### config.mk
export PLATFORM = sky130hd
export DESIGN_NAME = alu_issue_ctrl
export DESIGN_NICKNAME = d
export VERILOG_FILES = /design/src/rtl/alu_issue_ctrl.sv
export SDC_FILE = /design/constraint.sdc
export NUM_CORES = 1
export LEC_CHECK = 0
export BUFFER_PORTS_ARGS = -buffer_cell sky130_fd_sc_hd__buf_2
export CORE_MARGIN = 3
export CORE_UTILIZATION = 46
export CTS_CLUSTER_DIAMETER = 60
export CTS_CLUSTER_SIZE = 28
export DETAILED_ROUTE_END_ITERATION = 8
export GPL_TIMING_DRIVEN = 1
export PLACE_DENSITY_LB_ADDON = 0.15
export SYNTH_ARGS = -nofsm -noshare
export SYNTH_HDL_FRONTEND = slang
export SYNTH_SLANG_ARGS = --single-unit
### constraint.sdc
create_clock -name clk_i -period 4.5 [get_ports clk_i]
set_clock_uncertainty 0.1 [all_clocks]
set_input_delay 0.675 -clock clk_i [delete_from_list [all_inputs] [get_ports clk_i]]
set_output_delay 0.675 -clock clk_i [all_outputs]
set_load 0.01 [all_outputs]
### src/rtl/alu_issue_ctrl.sv
// Issue/response controller for the 32-bit combinational ALU: decodes ALUOp/funct, holds the
// operands stable while the ripple chain settles, then captures the result. Optional macro: OVF_TRAP_EN.
module alu_issue_ctrl #(
   parameter int WIDTH      = 32,
   parameter int SETTLE_CYC = 1
) (
   input  logic             clk_i,
   input  logic             reset_i,
   input  logic             req_valid_i,
   output logic             req_ready_o,
   input  logic [1:0]       req_aluop_i,
   input  logic [5:0]       req_funct_i,
   input  logic [WIDTH-1:0] req_a_i,
   input  logic [WIDTH-1:0] req_b_i,
   output logic [3:0]       alu_ctl_o,
   output logic [WIDTH-1:0] alu_a_o,
   output logic [WIDTH-1:0] alu_b_o,
   input  logic [WIDTH-1:0] alu_out_i,
   input  logic             alu_zero_i,
   input  logic             alu_ovf_i,
   output logic             rsp_valid_o,
   input  logic             rsp_ready_i,
   output logic [WIDTH-1:0] rsp_result_o,
   output logic             rsp_zero_o,
   output logic             rsp_ovf_o,
   output logic             rsp_illegal_o
);

   // state   | meaning
   // IDLE    | waiting for a request, req_ready high
   // EXEC    | ALU inputs held, settle counter running down
   // RESP    | response held until rsp_ready
   typedef enum logic [1:0] {
      ST_IDLE = 2'd0,
      ST_EXEC = 2'd1,
      ST_RESP = 2'd2
   } state_t;

   localparam logic [3:0] SETTLE_LD = 4'(SETTLE_CYC);
   localparam logic [3:0] CTL_ADD   = 4'b0010;
   localparam logic [3:0] CTL_SUB   = 4'b0110;

   state_t           state_q, state_d;
   logic [3:0]       cnt_q, cnt_d;
   logic [3:0]       alu_ctl_q, alu_ctl_d;
   logic [WIDTH-1:0] alu_a_q, alu_a_d;
   logic [WIDTH-1:0] alu_b_q, alu_b_d;
   logic             rsp_valid_q, rsp_valid_d;
   logic [WIDTH-1:0] rsp_result_q, rsp_result_d;
   logic             rsp_zero_q, rsp_zero_d;
   logic             rsp_ovf_q, rsp_ovf_d;
   logic             rsp_illegal_q, rsp_illegal_d;

   logic [3:0]       dec_ctl;
   logic             dec_illegal;
   logic             ovf_cap;
   logic [WIDTH-1:0] res_cap;

   always_comb begin
      dec_ctl     = 4'b0000;
      dec_illegal = 1'b0;
      unique case (req_aluop_i)
         2'b00: dec_ctl = CTL_ADD;
         2'b01: dec_ctl = CTL_SUB;
         2'b10: begin
            unique case (req_funct_i)
               6'b100000: dec_ctl = CTL_ADD;
               6'b100010: dec_ctl = CTL_SUB;
               6'b100100: dec_ctl = 4'b0000;
               6'b100101: dec_ctl = 4'b0001;
               6'b101010: dec_ctl = 4'b0111;
               6'b100111: dec_ctl = 4'b1100;
               default:   dec_illegal = 1'b1;
            endcase
         end
         default: dec_illegal = 1'b1;
      endcase
   end

`ifdef OVF_TRAP_EN
   // Signed overflow judged on the effective B seen by the adder (inverted for subtract).
   logic is_addsub;
   logic b_msb_eff;
   always_comb begin
      is_addsub = (alu_ctl_q == CTL_ADD) || (alu_ctl_q == CTL_SUB);
      b_msb_eff = alu_ctl_q[2] ? ~alu_b_q[WIDTH-1] : alu_b_q[WIDTH-1];
      ovf_cap   = is_addsub && (alu_a_q[WIDTH-1] == b_msb_eff)
                  && (alu_out_i[WIDTH-1] != alu_a_q[WIDTH-1]);
      res_cap   = ovf_cap ? '0 : alu_out_i;
   end
`else
   always_comb begin
      ovf_cap = alu_ovf_i;
      res_cap = alu_out_i;
   end
`endif

   always_comb begin
      state_d       = state_q;
      cnt_d         = cnt_q;
      alu_ctl_d     = alu_ctl_q;
      alu_a_d       = alu_a_q;
      alu_b_d       = alu_b_q;
      rsp_valid_d   = rsp_valid_q;
      rsp_result_d  = rsp_result_q;
      rsp_zero_d    = rsp_zero_q;
      rsp_ovf_d     = rsp_ovf_q;
      rsp_illegal_d = rsp_illegal_q;
      unique case (state_q)
         ST_IDLE: begin
            if (req_valid_i) begin
               if (dec_illegal) begin
                  rsp_valid_d   = 1'b1;
                  rsp_result_d  = '0;
                  rsp_zero_d    = 1'b0;
                  rsp_ovf_d     = 1'b0;
                  rsp_illegal_d = 1'b1;
                  state_d       = ST_RESP;
               end else begin
                  alu_ctl_d = dec_ctl;
                  alu_a_d   = req_a_i;
                  alu_b_d   = req_b_i;
                  cnt_d     = SETTLE_LD;
                  state_d   = ST_EXEC;
               end
            end
         end
         ST_EXEC: begin
            cnt_d = cnt_q - 4'd1;
            if (cnt_q == 4'd1) begin
               rsp_valid_d   = 1'b1;
               rsp_result_d  = res_cap;
               rsp_zero_d    = alu_zero_i;
               rsp_ovf_d     = ovf_cap;
               rsp_illegal_d = 1'b0;
               state_d       = ST_RESP;
            end
         end
         ST_RESP: begin
            if (rsp_ready_i) begin
               rsp_valid_d = 1'b0;
               state_d     = ST_IDLE;
            end
         end
         default: state_d = ST_IDLE;
      endcase
   end

   always_ff @(posedge clk_i or posedge reset_i) begin
      if (reset_i) begin
         state_q       <= ST_IDLE;
         cnt_q         <= 4'd0;
         alu_ctl_q     <= 4'd0;
         alu_a_q       <= '0;
         alu_b_q       <= '0;
         rsp_valid_q   <= 1'b0;
         rsp_result_q  <= '0;
         rsp_zero_q    <= 1'b0;
         rsp_ovf_q     <= 1'b0;
         rsp_illegal_q <= 1'b0;
      end else begin
         state_q       <= state_d;
         cnt_q         <= cnt_d;
         alu_ctl_q     <= alu_ctl_d;
         alu_a_q       <= alu_a_d;
         alu_b_q       <= alu_b_d;
         rsp_valid_q   <= rsp_valid_d;
         rsp_result_q  <= rsp_result_d;
         rsp_zero_q    <= rsp_zero_d;
         rsp_ovf_q     <= rsp_ovf_d;
         rsp_illegal_q <= rsp_illegal_d;
      end
   end

   assign req_ready_o   = (state_q == ST_IDLE);
   assign alu_ctl_o     = alu_ctl_q;
   assign alu_a_o       = alu_a_q;
   assign alu_b_o       = alu_b_q;
   assign rsp_valid_o   = rsp_valid_q;
   assign rsp_result_o  = rsp_result_q;
   assign rsp_zero_o    = rsp_zero_q;
   assign rsp_ovf_o     = rsp_ovf_q;
   assign rsp_illegal_o = rsp_illegal_q;

endmodule

Word-level counts from Yosys, hierarchy flattened
Cells that the tools add are included.
{"block": "word_totals", "ff_bits": 110, "inputBits": 110, "out_inout_bits": 105, "word_cells": 68}
{"block": "classes", "n_addsub": 1, "n_reduce_logical": 11, "n_bitwise": 1, "n_mux": 29, "eq_ne": 16}
{"op": "32-bit 2-to-1 mux", "n": 3}
{"op": "32-bit one-hot mux with 2 select lines", "n": 1}
{"op": "6-bit == test, second input constant", "n": 6}
{"op": "4-bit one-hot mux with 5 select lines", "n": 1}
{"op": "4-bit one-hot mux with 3 select lines", "n": 1}
{"op": "1-bit 2-to-1 mux", "n": 10}
{"op": "3-bit AND reduction", "n": 3}
{"op": "2-bit 2-to-1 mux", "n": 4}
{"op": "4-bit 2-to-1 mux", "n": 2}
{"op": "2-bit inequality test, second input constant", "n": 4}
{"op": "1-bit one-hot mux with 2 select lines", "n": 4}
{"op": "4-bit one-hot mux with 2 select lines", "n": 1}
{"op": "2-bit one-hot mux with 3 select lines", "n": 1}
{"op": "6-bit OR reduction", "n": 1}
{"op": "5-bit AND reduction", "n": 1}
{"op": "2-bit by 1-bit == test with 1-bit output, second input constant", "n": 2}
{"op": "2-bit == test, second input constant", "n": 2}
{"op": "4-bit by 1-bit == test with 1-bit output, second input constant", "n": 1}
{"op": "2-bit zero test", "n": 2}
{"op": "4-bit AND reduction", "n": 1}
{"op": "4-bit by 1-bit subtractor with 4-bit output, second input constant", "n": 1}
{"op": "1-bit one-hot mux with 3 select lines", "n": 1}
{"op": "3-bit nonzero test", "n": 1}
{"op": "2-bit by 1-bit inequality test with 1-bit output, second input constant", "n": 1}
{"op": "other kinds (3)", "n": 3}

Longest topological paths before layout
Gate-level depths: netlist (run 1).
{"block": "logic_depth", "depth_word": 7, "depth_mapped": 8, "mapped_depth_nobuf": 6}

Least setup slack after synthesis (run 1)
Ideal clock, no wire load.
{"block": "synth_path", "kind": "input -> register", "from": "input port req_funct_i[4]", "to": "register alu_a_q[0] (netlist: alu_a_o[0])", "setup_slack_ns": 2.001, "required_time_ns": 4.275, "arrival_ns": 2.274, "path_stages": 6, "setup_time_ns": 0.125, "path_buffers": 2, "cell_sequence": "or3b_4 a21o_1 or4_1 buf_4 buf_6 mux2_4"}
{"block": "synth_between", "elab_chain_cells": 6, "word_cells_on_any_way": 11, "classes_between": "6 x eq/ne; 2 x mux; 1 x bitwise; 2 x reduce/logical"}
{"item": "start, declared", "line": "12", "rtl": "input logic [5:0] req_funct_i,"}
{"item": "6-bit == test", "line": "66", "rtl": "unique case (req_funct_i)"}
{"item": "6-bit OR reduction (no source line) *"}
{"item": "1-bit 2-to-1 mux *", "line": "66"}
{"item": "1-bit one-hot mux with 2 select lines *", "line": "62", "rtl": "unique case (req_aluop_i)"}
{"item": "1-bit NOT (no source line) *"}
{"item": "3-bit AND reduction (no source line) *"}
{"item": "end signal, assigned", "line": "165", "rtl": "alu_a_q <= alu_a_d;"}
{"item": "end, declared", "line": "46", "rtl": "logic [WIDTH-1:0] alu_a_q, alu_a_d;"}
Every way passes the cells marked *; elsewhere a longest branch is shown, timed or not.
A chain may end at the register's enable or synchronous reset.

Worst setup path in the final report (run 1)
{"block": "layout_path", "from": "input port req_funct_i[4]", "to": "register alu_a_q[16] (netlist: alu_a_o[16])"}
Same word-level chain as after synthesis.

==> results of run 1 <==
-- metrics by stage --
| step | util [%] | power [mW] | setup slack (ns) | hold slack (ns) | cell area, um^2 |
|---|---|---|---|---|---|
| after floorplan | - | 2.80 | 0.823 | 0.417 | 4530 |
| after global routing | 62.5 | 4.34 | 1.54 | 0.394 | 5890 |
| after detailed placement | 60.3 | 3.49 | 1.24 | 0.379 | 5680 |
| after CTS | 62.5 | 4.12 | 1.64 | 0.389 | 5890 |
| final | 62.6 | 4.07 | 1.62 | 0.400 | 5890 |
| after global placement | 60.3 | 3.45 | 1.29 | 0.370 | 5680 |
-- flip-flops by register name, indices dropped and copies added, names as in the netlist --
signal and cells:
alu_a_o 32, alu_b_o 32, rsp_result_o 32, alu_ctl_o 4
cnt_q 4, state_q 2, rsp_illegal_o 1, rsp_ovf_o 1
rsp_valid_o 1, rsp_zero_o 1
-- final timing paths --
path                                 from          end  slack, ns  cells after the start
max                        req_funct_i[4]  alu_a_o[16]       1.62                      6
min                           alu_a_o[16]  alu_a_o[16]       0.40                      1
max in group asynchronous         reset_i   alu_b_o[4]       2.89                      3
min reg2reg                   alu_a_o[16]  alu_a_o[16]       0.40                      1
max reg2reg                    state_q[0]  alu_a_o[16]       2.03                      4
min in group asynchronous         reset_i  alu_b_o[15]       0.45                      2
-- per-layer routing --
layer,up-vias,routed length (um)
li1,1448,-
met2,161,4730
met4,0,159
met1,1537,4770
met3,15,905
met5,-,0
-- worst max-delay path, cell delays in order --
cell	delay [ns]
buf_2	0.11
or3b_4	0.42
a21o_1	0.22
or4_4	0.78
buf_4	0.43
mux2_1	0.36
-- final cells by class --
cell class / instances / area (um^2) / area share, %
multi-input cells: 150 / 1630 / 27.7
diodes: 1 / 2.50 / 0.0425
clock inverters: 6 / 68.8 / 1.17
flip-flops and latches: 110 / 2750 / 46.7
clock buffers: 10 / 138 / 2.34
well taps: 129 / 161 / 2.74
repair buffers: 218 / 1100 / 18.7
inverters: 8 / 32.5 / 0.552
-- where the power goes --
group / switching [mW] / internal, mW / total [mW]
Sequential: 0.278 / 1.46 / 1.74
Combinational: 0.770 / 0.948 / 1.72
Clock: 0.335 / 0.276 / 0.611
-- Yosys cell counts --
cell	n
dfrtp_1	110
mux2_4	66
a22o_1	34
clkbuf_1	9
inv_1	8
buf_6	7
nor2_1	6
nand2_1	4
o21ai_1	4
a21oi_1	3
and2_1	3
o22ai_1	3
ha_1	2
mux2_1	2
xor2_1	2
a2111oi_0	1
a21o_1	1
and3_1	1
buf_4	1
nand2b_1	1
nand3_1	1
nand3b_1	1
nor2b_1	1
nor3_1	1
nor3b_1	1
nor4_1	1
o21a_1	1
o21ai_0	1
o311a_1	1
o31ai_1	1
o32ai_1	1
o41ai_1	1
or3b_1	1
or3b_2	1
or3b_4	1
or4_1	1
xnor2_1	1
-- cell families (layout without fill, tap and decap cells) --
group,Yosys count,count (layout),synth area share [%]
buf+inv,25,242,3.32
other cells,0,1,0
fa+ha+maj,2,2,0.553
mux,68,68,22.4
flops,110,110,60.8
compound gates,52,52,9.18
xor+xnor,3,3,0.581
simple gates,25,25,3.15
==> results by group, run 1 <==
Run status
  • Status: complete, no violations

Timing
  • Final setup fails: 0
  • RSZ-0062 raised after global routing: no
  • Final TNS setup: 0 ns
  • Fmax achieved: 348 MHz
  • Tcrit/Tclk final: 63.9%
  • Slew Limit Headroom: roughly a third
  • Hold Violations, Final: 0
  • Slew Viols, Final: 0
  • Final min period: between 2 and 3 ns
  • Worst Tran Pin Value: a little over 1 ns

Routing
  • WL per Instance: 16.7 um
  • DR DRC count: 0
  • Routed WL: approximately 11,000 um
  • Drt first pass iters: 4
  • DRT antenna net count: 0
  • DR vias/cell: 5.00
  • DR vias: about 3,200
  • Drt initial violations: 210

Clock network
  • Root buf cell: clkbuf_8
  • Post-CTS setup buffer count: 0
  • Post-CTS Resized: 0
  • Worst skew pair latency: about 0.35 ns
  • CTS Sinks: 110
  • Clock buffer depth: 2
  • H-tree depth: 3
  • Total CTS buffers: 9
  • Clock slew at reported path FFs: about 0.1 ns
  • CTS tree: done
  • Hold_buf cts: 0

Layout
  • Final Non-Filler Cells: around 630
  • Commonest non-fill, non-tap cell in the layout: buf_2
  • Filler instances: roughly 770
  • Area grow syn2layout: 30.1%
  • Highest-count cells in the layout ignoring fill and taps: buf_2 (214), dfrtp_1 (110), mux2_4 (66)
  • Layout cells sized above 1: about three fifths
  • NumNets Final: a little over 600

Global route
  • Grt peak-use layer: met2
  • First-pass GRT wire length: between 15,000 and 20,000 um
  • M3 GR Usage: slightly above 6%
  • Total track usage: roughly a fifth
  • Initial antenna violation count: 0
  • Grt total ovfl: 0
  • Met1 usage: between 20 and 30%
  • Pin count of the biggest net entering global routing: 86
  • Met2 Use GR: around 28%
  • Vias in the first global route: roughly 3,200

Power and ir drop
  • Cell Pwr Density: 691 nW/um^2
  • Worst IR drop on VDD: 0.304 mV
  • Leakage: approximately 3.3 nW

Yosys
  • Synth top area cells: dfrtp_1 (61%), mux2_4 (22%), a22o_1 (6.6%)
  • Synthesis Warnings: 0
  • Yosys cell types: 37
  • Register area share after synthesis: around 60%
  • Top-area cell type share of the netlist area: approximately three fifths
  • Syn Area/Cell: roughly 16 um^2
  • Post-synth top area cell: dfrtp_1
  • Cell Area, Synth: about 4500 um^2
  • Syn Inst Count: roughly 290
  • Yosys reg bits: between 100 and 150
  • Mapped Nets: ~400

Floorplanning
  • Starting Density: between 40 and 50%
  • Die area: roughly 11,000 um^2
  • Core area: between 9000 and 10,000 um^2
  • Die height: between 100 and 150 um
  • IO Count: 215
  • Row count: 35
  • Die Wd: 105 um

Placement
  • Placed insts: 615
  • Buffers on Ports: 214
  • Routability cong.: 0.783
  • Final HPWL DP: 7590 um

Worst setup path
  • Crit path DAT: 3.02 ns
  • Worst Setup End Kind: flip-flop
  • Critical path data required time: 4.65 ns
  • Peak fanout along the critical path: 46
  • WS Path Type: input port to flip-flop
  • Startpoint types: input port

Flow run
  • Max-Cap Viols: 0

Hold path
  • Hold Crit Class: flip-flop to flip-flop
(Power assumes the default switching activity.)
==> inputs of run 2 (changes only) <==
clock period = 2.9 ns   (was 4.5 ns; I/O delays follow)
==> results by group, run 2 (synthesis results as in run 1) <==
Run status
  • Status: complete, no violations

Hold path
  • Hold Crit Class: input port to asynchronous set/reset pin

Routing
  • DR vias/cell: 4.97 (-0.66%)
  • WL per Instance: 16.7 um (about the same)
  • Routed WL: 10,600 um (about the same)
  • Drt first pass iters: 4 (unchanged)
  • DRT antenna net count: 0 (unchanged)
  • DR vias: 3,140 (-0.66%)
  • DR DRC count: 0 (unchanged)
  • Drt initial violations: 148 (-30%)

Clock network
  • Post-CTS Resized: 0 (unchanged)
  • Clock buffer depth: 2 (unchanged)
  • H-tree depth: 3 (unchanged)
  • CTS Sinks: 110 (unchanged)
  • Clock slew at reported path FFs: 0.10 ns (about the same)
  • CTS tree: done
  • Root buf cell: clkbuf_8
  • Worst skew pair latency: 0.36 ns (about the same)
  • Hold_buf cts: 0 (unchanged)
  • Post-CTS setup buffer count: 0 (unchanged)
  • Total CTS buffers: 9 (unchanged)

Layout
  • # diodes: 0 (-1)
  • Area occupied by multi-input gates: 1630 um^2 (unchanged)
  • FF/Latch Area: 2750 um^2 (unchanged)
  • Area grow syn2layout: 30.0% (about the same)
  • Layout cells sized above 1: 60.6% (-0.32 points)
  • Filler instances: 773 (+0.65%)
  • Final core occ: 62.5% (about the same)
  • Highest-count cells in the layout ignoring fill and taps: buf_2 (214), dfrtp_1 (110), mux2_4 (66)
  • Commonest non-fill, non-tap cell in the layout: buf_2
  • NumNets Final: 610 (+0.16%)

Worst setup path
  • Worst Setup End Kind: flip-flop
  • Worst reg2reg setup slack: 0.87 ns (-1.16 ns)
  • R2r endpoint: rsp_result_o[20]
  • CP max stage cell: or4_4
  • Slowest stage delay, CP: 0.44 ns (-0.34 ns)
  • Startpoint types: input port
  • WS Path Type: input port to flip-flop
  • Critical-path cell list: buf_2 -> or3b_4 -> a21o_1 -> or4_4 -> buf_12 -> mux2_4
  • Peak fanout along the critical path: 52 (+13%)
  • Crit path DAT: 2.26 ns (-0.76 ns)
  • R2R cell count: 7 (+3)
  • Reg-to-Reg Start: cnt_q[1]
  • Critical path data required time: 3.05 ns (-1.60 ns)

Floorplanning
  • Die Wd: 105 um (unchanged)
  • IO Count: 215 (unchanged)
  • Die area: 11,100 um^2 (unchanged)
  • Core area: 9420 um^2 (unchanged)
  • Row count: 35 (unchanged)
  • Starting Density: 48.1% (unchanged)
  • Die height: 105 um (unchanged)

Timing
  • Fmax achieved: 472 MHz
  • Final TNS setup: 0 ns (unchanged)
  • Hold Violations, Final: 0 (unchanged)
  • Final min period: ~2.1 ns
  • Slew Viols, Final: 0 (unchanged)
  • Slew Limit Headroom: 58.3% (+27 points)
  • RSZ-0062 raised after global routing: no
  • Final setup fails: 0 (unchanged)
  • Tcrit/Tclk final: between 70 and 80%
  • Worst Tran Pin Value: 0.624 ns (-0.399 ns)

Power and ir drop
  • Leakage: 3.29 nW (-0.23%)
  • Clock power frac: 13.6% (-1.4 points)
  • Worst IR drop on VDD: 0.489 mV (+61%)
  • Switching fraction of total power: 34.4% (+0.45 points)
  • Switching pwr: 2.14 mW (+54%)
  • Cell Pwr Density: 1060 nW/um^2 (+53%)
  • Comb pwr share: 43.0% (+0.8 points)
  • Sequential Power Share: 43.5% (+0.7 points)
  • Pint: 4.07 mW (+51%)

Global route
  • First-pass GRT wire length: 17,400 um (+2.1%)
  • Initial antenna violation count: 0 (unchanged)
  • Grt peak-use layer: met2
  • Met2 Use GR: 29.5% (+1.5 points)
  • Grt total ovfl: 0 (unchanged)
  • Pin count of the biggest net entering global routing: 85 (-1.2%)
  • Total track usage: 19.6% (+0.42 points)
  • Met1 usage: 27.6% (-0.084 points)
  • Vias in the first global route: 3,298 (+2.8%)
  • M3 GR Usage: 6.05% (unchanged)

Placement
  • Buffers on Ports: 214 (unchanged)
  • Routability cong.: 0.778 (-0.68%)
  • Final HPWL DP: 7580 um (-0.16%)

Flow run
  • Max-Cap Viols: 0 (unchanged)
run 2: final cells by class:
class	instances	area share, %
timing repair buffer	219	19.3
inverter	8	0.574
sequential	110	46.8
tap	129	2.74
clock inverter	5	0.659
multi-input combinational	150	27.7
clock buffer	11	2.23
run 2: worst max-delay path by stage:
| stage | end | slack [ns] | from | depth (start not counted) |
|---|---|---|---|---|
| detailed placement | alu_a_o[17] | 0.41 | req_aluop_i[0] | 6 |
| floorplan | alu_a_o[0] | 0.64 | req_funct_i[4] | 6 |
| global route | rsp_result_o[3] | 0.73 | cnt_q[1] | 7 |
| global placement | alu_a_o[16] | 0.45 | req_funct_i[4] | 6 |
| CTS | alu_a_o[17] | 0.81 | req_aluop_i[0] | 6 |
| finish | alu_b_o[27] | 0.78 | req_aluop_i[0] | 6 |
run 2: per-stage QoR:
step / hold slack, ns / worst slack, ns / power [mW] / std cells / area [um^2]
4_1_cts: 0.0438 / 0.806 / 6.30 / 632 / 5880
6_report: 0.0345 / 0.783 / 6.21 / 632 / 5880
3_5_place_dp: 0.376 / 0.410 / 5.42 / 616 / 5710
5_1_grt: 0.0602 / 0.725 / 6.63 / 632 / 5880
3_3_place_gp: 0.369 / 0.452 / 5.35 / 616 / 5710
2_1_floorplan: 0.417 / 0.641 / 4.35 / 285 / 4530
run 2: power by group through the flow:
stage | combinational [mW] | sequential (mW) | clock, mW
after floorplan | 1.32 | 3.02 | 0
after global placement | 2.65 | 2.70 | 0
after detailed placement | 2.71 | 2.71 | 0
after CTS | 2.72 | 2.70 | 0.876
after global routing | 2.89 | 2.81 | 0.933
final | 2.67 | 2.70 | 0.842
run 2: critical path: cells and delay by family:
| family | cells | cell delay, ns |
|---|---|---|
| compound gates | 1 | 0.23 |
| buf+inv | 2 | 0.36 |
| mux | 1 | 0.34 |
| simple gates | 2 | 0.84 |
run 2: metal layers:
layer  share of wire (%)  vias up
met4                 1.6        0
met5                   0        -
li1                    -     1449
met1                  44     1538
met2                  47      141
met3                 7.8       12
==> inputs of run 3 (changes only) <==
ABC_AREA = 1   (was unset)
clock period = 2.2 ns   (was 2.9 ns; I/O delays follow)
==> results by group, run 3 <==
Power and ir drop
  • Worst IR drop on VDD: 0.627 mV (+28%)
  • Leakage: 3.55 nW (+7.9%)
  • Cell Pwr Density: 1280 nW/um^2 (+21%)
  • Total Power: 7.53 mW (+21%)

Worst setup path
  • Slowest stage delay, CP: 0.44 ns (about the same)
  • Startpoint types: flip-flop
  • Worst reg2reg setup slack: 0.46 ns (-0.41 ns)
  • Worst Setup End Kind: output port
  • Critical-path cell list: nor2_1 -> buf_2
  • Crit path DAT: 1.32 ns (-0.94 ns)
  • CP max stage cell: dfrtp_1
  • Critical path data required time: 1.77 ns (-1.28 ns)
  • R2r endpoint: rsp_ovf_o
  • R2R cell count: 9 (+2)
  • WS Path Type: flip-flop to output port
  • WP buf/inv: 1 (-1)
  • Reg-to-Reg Start: cnt_q[1]
  • Peak fanout along the critical path: 5 (-90%)
  • CP top delay family: flip-flops

Timing
  • Final TNS setup: 0 ns (unchanged)
  • Final setup fails: 0 (unchanged)
  • Slew Viols, Final: 0 (unchanged)
  • Hold Violations, Final: 0 (unchanged)
  • Slew Limit Headroom: 71.0% (+13 points)
  • Worst Tran Pin Value: 0.435 ns (-0.189 ns)
  • Tcrit/Tclk final: about four fifths
  • Fmax achieved: 571 MHz
  • RSZ-0062 raised after global routing: no
  • Final min period: about 1.8 ns
  • Worst Hold Slack: 0.0573 ns (+0.0229 ns)

Layout
  • Design Area, Final: 5900 um^2 (+0.26%)
  • Area grow syn2layout: 30.6%
  • Layout cells sized above 1: 34.5% (-26 points)
  • NumNets Final: 841 (+38%)
  • # diodes: 0 (unchanged)
  • FF/Latch Area: 2750 um^2 (unchanged)
  • Final Non-Filler Cells: 862 (+36%)
  • Commonest non-fill, non-tap cell in the layout: nand2_1
  • Highest-count cells in the layout ignoring fill and taps: nand2_1 (293), buf_2 (214), dfrtp_1 (110)
  • Filler instances: 864 (+12%)
  • Area occupied by multi-input gates: 1530 um^2 (-6.1%)

Clock network
  • CTS tree: done
  • Root buf cell: clkbuf_8
  • H-tree depth: 3 (unchanged)
  • CTS Sinks: 110 (unchanged)
  • Clock buffer depth: 2 (unchanged)
  • Clock slew at reported path FFs: 0.11 ns (about the same)
  • Worst skew pair latency: 0.35 ns (about the same)
  • Total CTS buffers: 9 (unchanged)

Global route
  • Grt total ovfl: 0 (unchanged)
  • Pin count of the biggest net entering global routing: 61 (-28%)
  • Vias in the first global route: 3,900 (+18%)
  • Initial antenna violation count: 0 (unchanged)
  • First-pass GRT wire length: 19,100 um (+10%)
  • Total track usage: 21.3% (+1.6 points)

Hold path
  • Hold depth: 3
  • Worst hold start: req_a_i[8]
  • Hold Crit Class: input port to flip-flop
  • Worst hold endpoint: alu_a_o[8]

Yosys
  • Synth top cells by count: nand2_1 (293), dfrtp_1 (110), nand3_1 (41), inv_1 (14), nor2_1 (12)
  • Primary FF master, synth: dfrtp_1
  • Synth top area cells: dfrtp_1 (61%), nand2_1 (24%), nand3_1 (4.5%)
  • Syn Area/Cell: 8.72 um^2 (-45%)
  • Yosys cell types: 24 (-35%)
  • Cell Area, Synth: 4520 um^2 (-0.19%)
  • Async SR Flop Fraction: 100% (unchanged)
  • Post-synth EDFFs: 0 (unchanged)
  • Post-synth top area cell: dfrtp_1
  • Mapped Nets: 630 (+59%)
  • Synthesis Warnings: 0 (unchanged)
  • Top-area cell type share of the netlist area: 60.9% (+0.12 points)
  • Yosys reg bits: 110 (unchanged)
  • Syn Inst Count: 518 (+82%)
  • Register area share after synthesis: 60.9% (+0.12 points)
  • Count leader, synth: nand2_1

Placement
  • Final HPWL DP: 8570 um (+13%)
  • Placed insts: 846 (+37%)
  • Routability cong.: 0.796 (+2.4%)
  • Buffers on Ports: 214 (unchanged)
  • Dpl cell area: 5710 um^2 (-0.11%)

Flow run
  • Max-Cap Viols: 0 (unchanged)

Floorplanning
  • Die area: 11,000 um^2 (-0.18%)
  • Die Wd: 105 um (about the same)
  • Core area: 9370 um^2 (-0.47%)
  • IO Count: 215 (unchanged)
  • Die height: 105 um (about the same)
  • Starting Density: 48.2% (+0.13 points)
  • Row count: 35 (unchanged)

Routing
  • DR vias: 3,980 (+27%)
  • Drt first pass iters: 4 (unchanged)
  • Drt initial violations: 260 (+76%)
  • DR DRC count: 0 (unchanged)
  • DRT antenna net count: 0 (unchanged)
  • WL per Instance: 13.4 um (-20%)
  • DR vias/cell: 4.62 (-7.1%)
  • Routed WL: 11,600 um (+9.7%)

Run status
  • Status: complete, no violations
## run 3: changes by cell type after synthesis, moves of 6 or more
| cell | previous run | this run |
|---|---|---|
| nand2_1 | 4 | 293 |
| nand3_1 | 1 | 41 |
| nor2_1 | 6 | 12 |
| a22o_1 | 34 | 0 |
| inv_1 | 8 | 14 |
| buf_4 | 1 | 9 |
| mux2_4 | 66 | 0 |
## run 3: worst register-to-register path: stages, from the launching register on
cell and delay [ns]:
dfrtp_1 0.38, inv_1 0.07, ha_1 0.17, nor3b_1 0.14
nor3_1 0.25, inv_1 0.12, nand3_2 0.11, buf_12 0.19
nand2_1 0.10, nand2_1 0.06
## run 3: layout make-up
class / instances / share of cell area, %
Clock buffer: 10 / 2.33
Clock inverter: 5 / 0.742
Inverter: 15 / 1.02
Multi-Input combinational cell: 369 / 26.0
Sequential cell: 110 / 46.7
Tap cell: 129 / 2.74
Timing Repair Buffer: 224 / 20.5
## run 3: what timing repair did
item	4_1_cts	5_1_grt
gates resized for setup	0	0
hold endpoints to repair	6	0
buffers inserted	0	0
hold buffers	1	0
## run 3: how the worst max path moves through the flow
stage,start,to,slack (ns),depth (start not counted)
after floorplan,reset_i,alu_a_o[0],0.44,1
after global placement,req_funct_i[0],alu_b_o[16],0.42,10
after detailed placement,req_funct_i[0],alu_ctl_o[2],0.34,9
after CTS,state_q[1],req_ready_o,0.44,2
after global routing,cnt_q[1],rsp_result_o[1],0.32,9
final,state_q[1],req_ready_o,0.45,2
## run 3: layer usage
metal  up-vias  part of all wire (%)  track usage [%]
li1       2003                     -                -
met1      1833                    43             28.1
met2       135                    50             35.6
met3         9                   6.1             4.08
met4         0                   1.3             6.47
met5         -                     0                0
## run 3: through the flow
step / util (%) / worst slack (ns)
after floorplan: - / 0.441
after global placement: 60.9 / 0.419
after detailed placement: 60.9 / 0.340
after CTS: 63.0 / 0.436
after global routing: 63.0 / 0.316
final: 63.0 / 0.449
## run 3: power breakdown
| part | switching [mW] | total [mW] | internal (mW) |
|---|---|---|---|
| Clock | 0.668 | 1.12 | 0.449 |
| Combinational | 1.90 | 3.15 | 1.24 |
| Sequential | 0.429 | 3.27 | 2.84 |
## run 3: cell families after synthesis
kind of cell / share of synthesized area [%]
compound gates: 1.33
fa+ha+maj: 0.554
buf+inv: 5.37
flops: 60.9
simple gates: 31.8
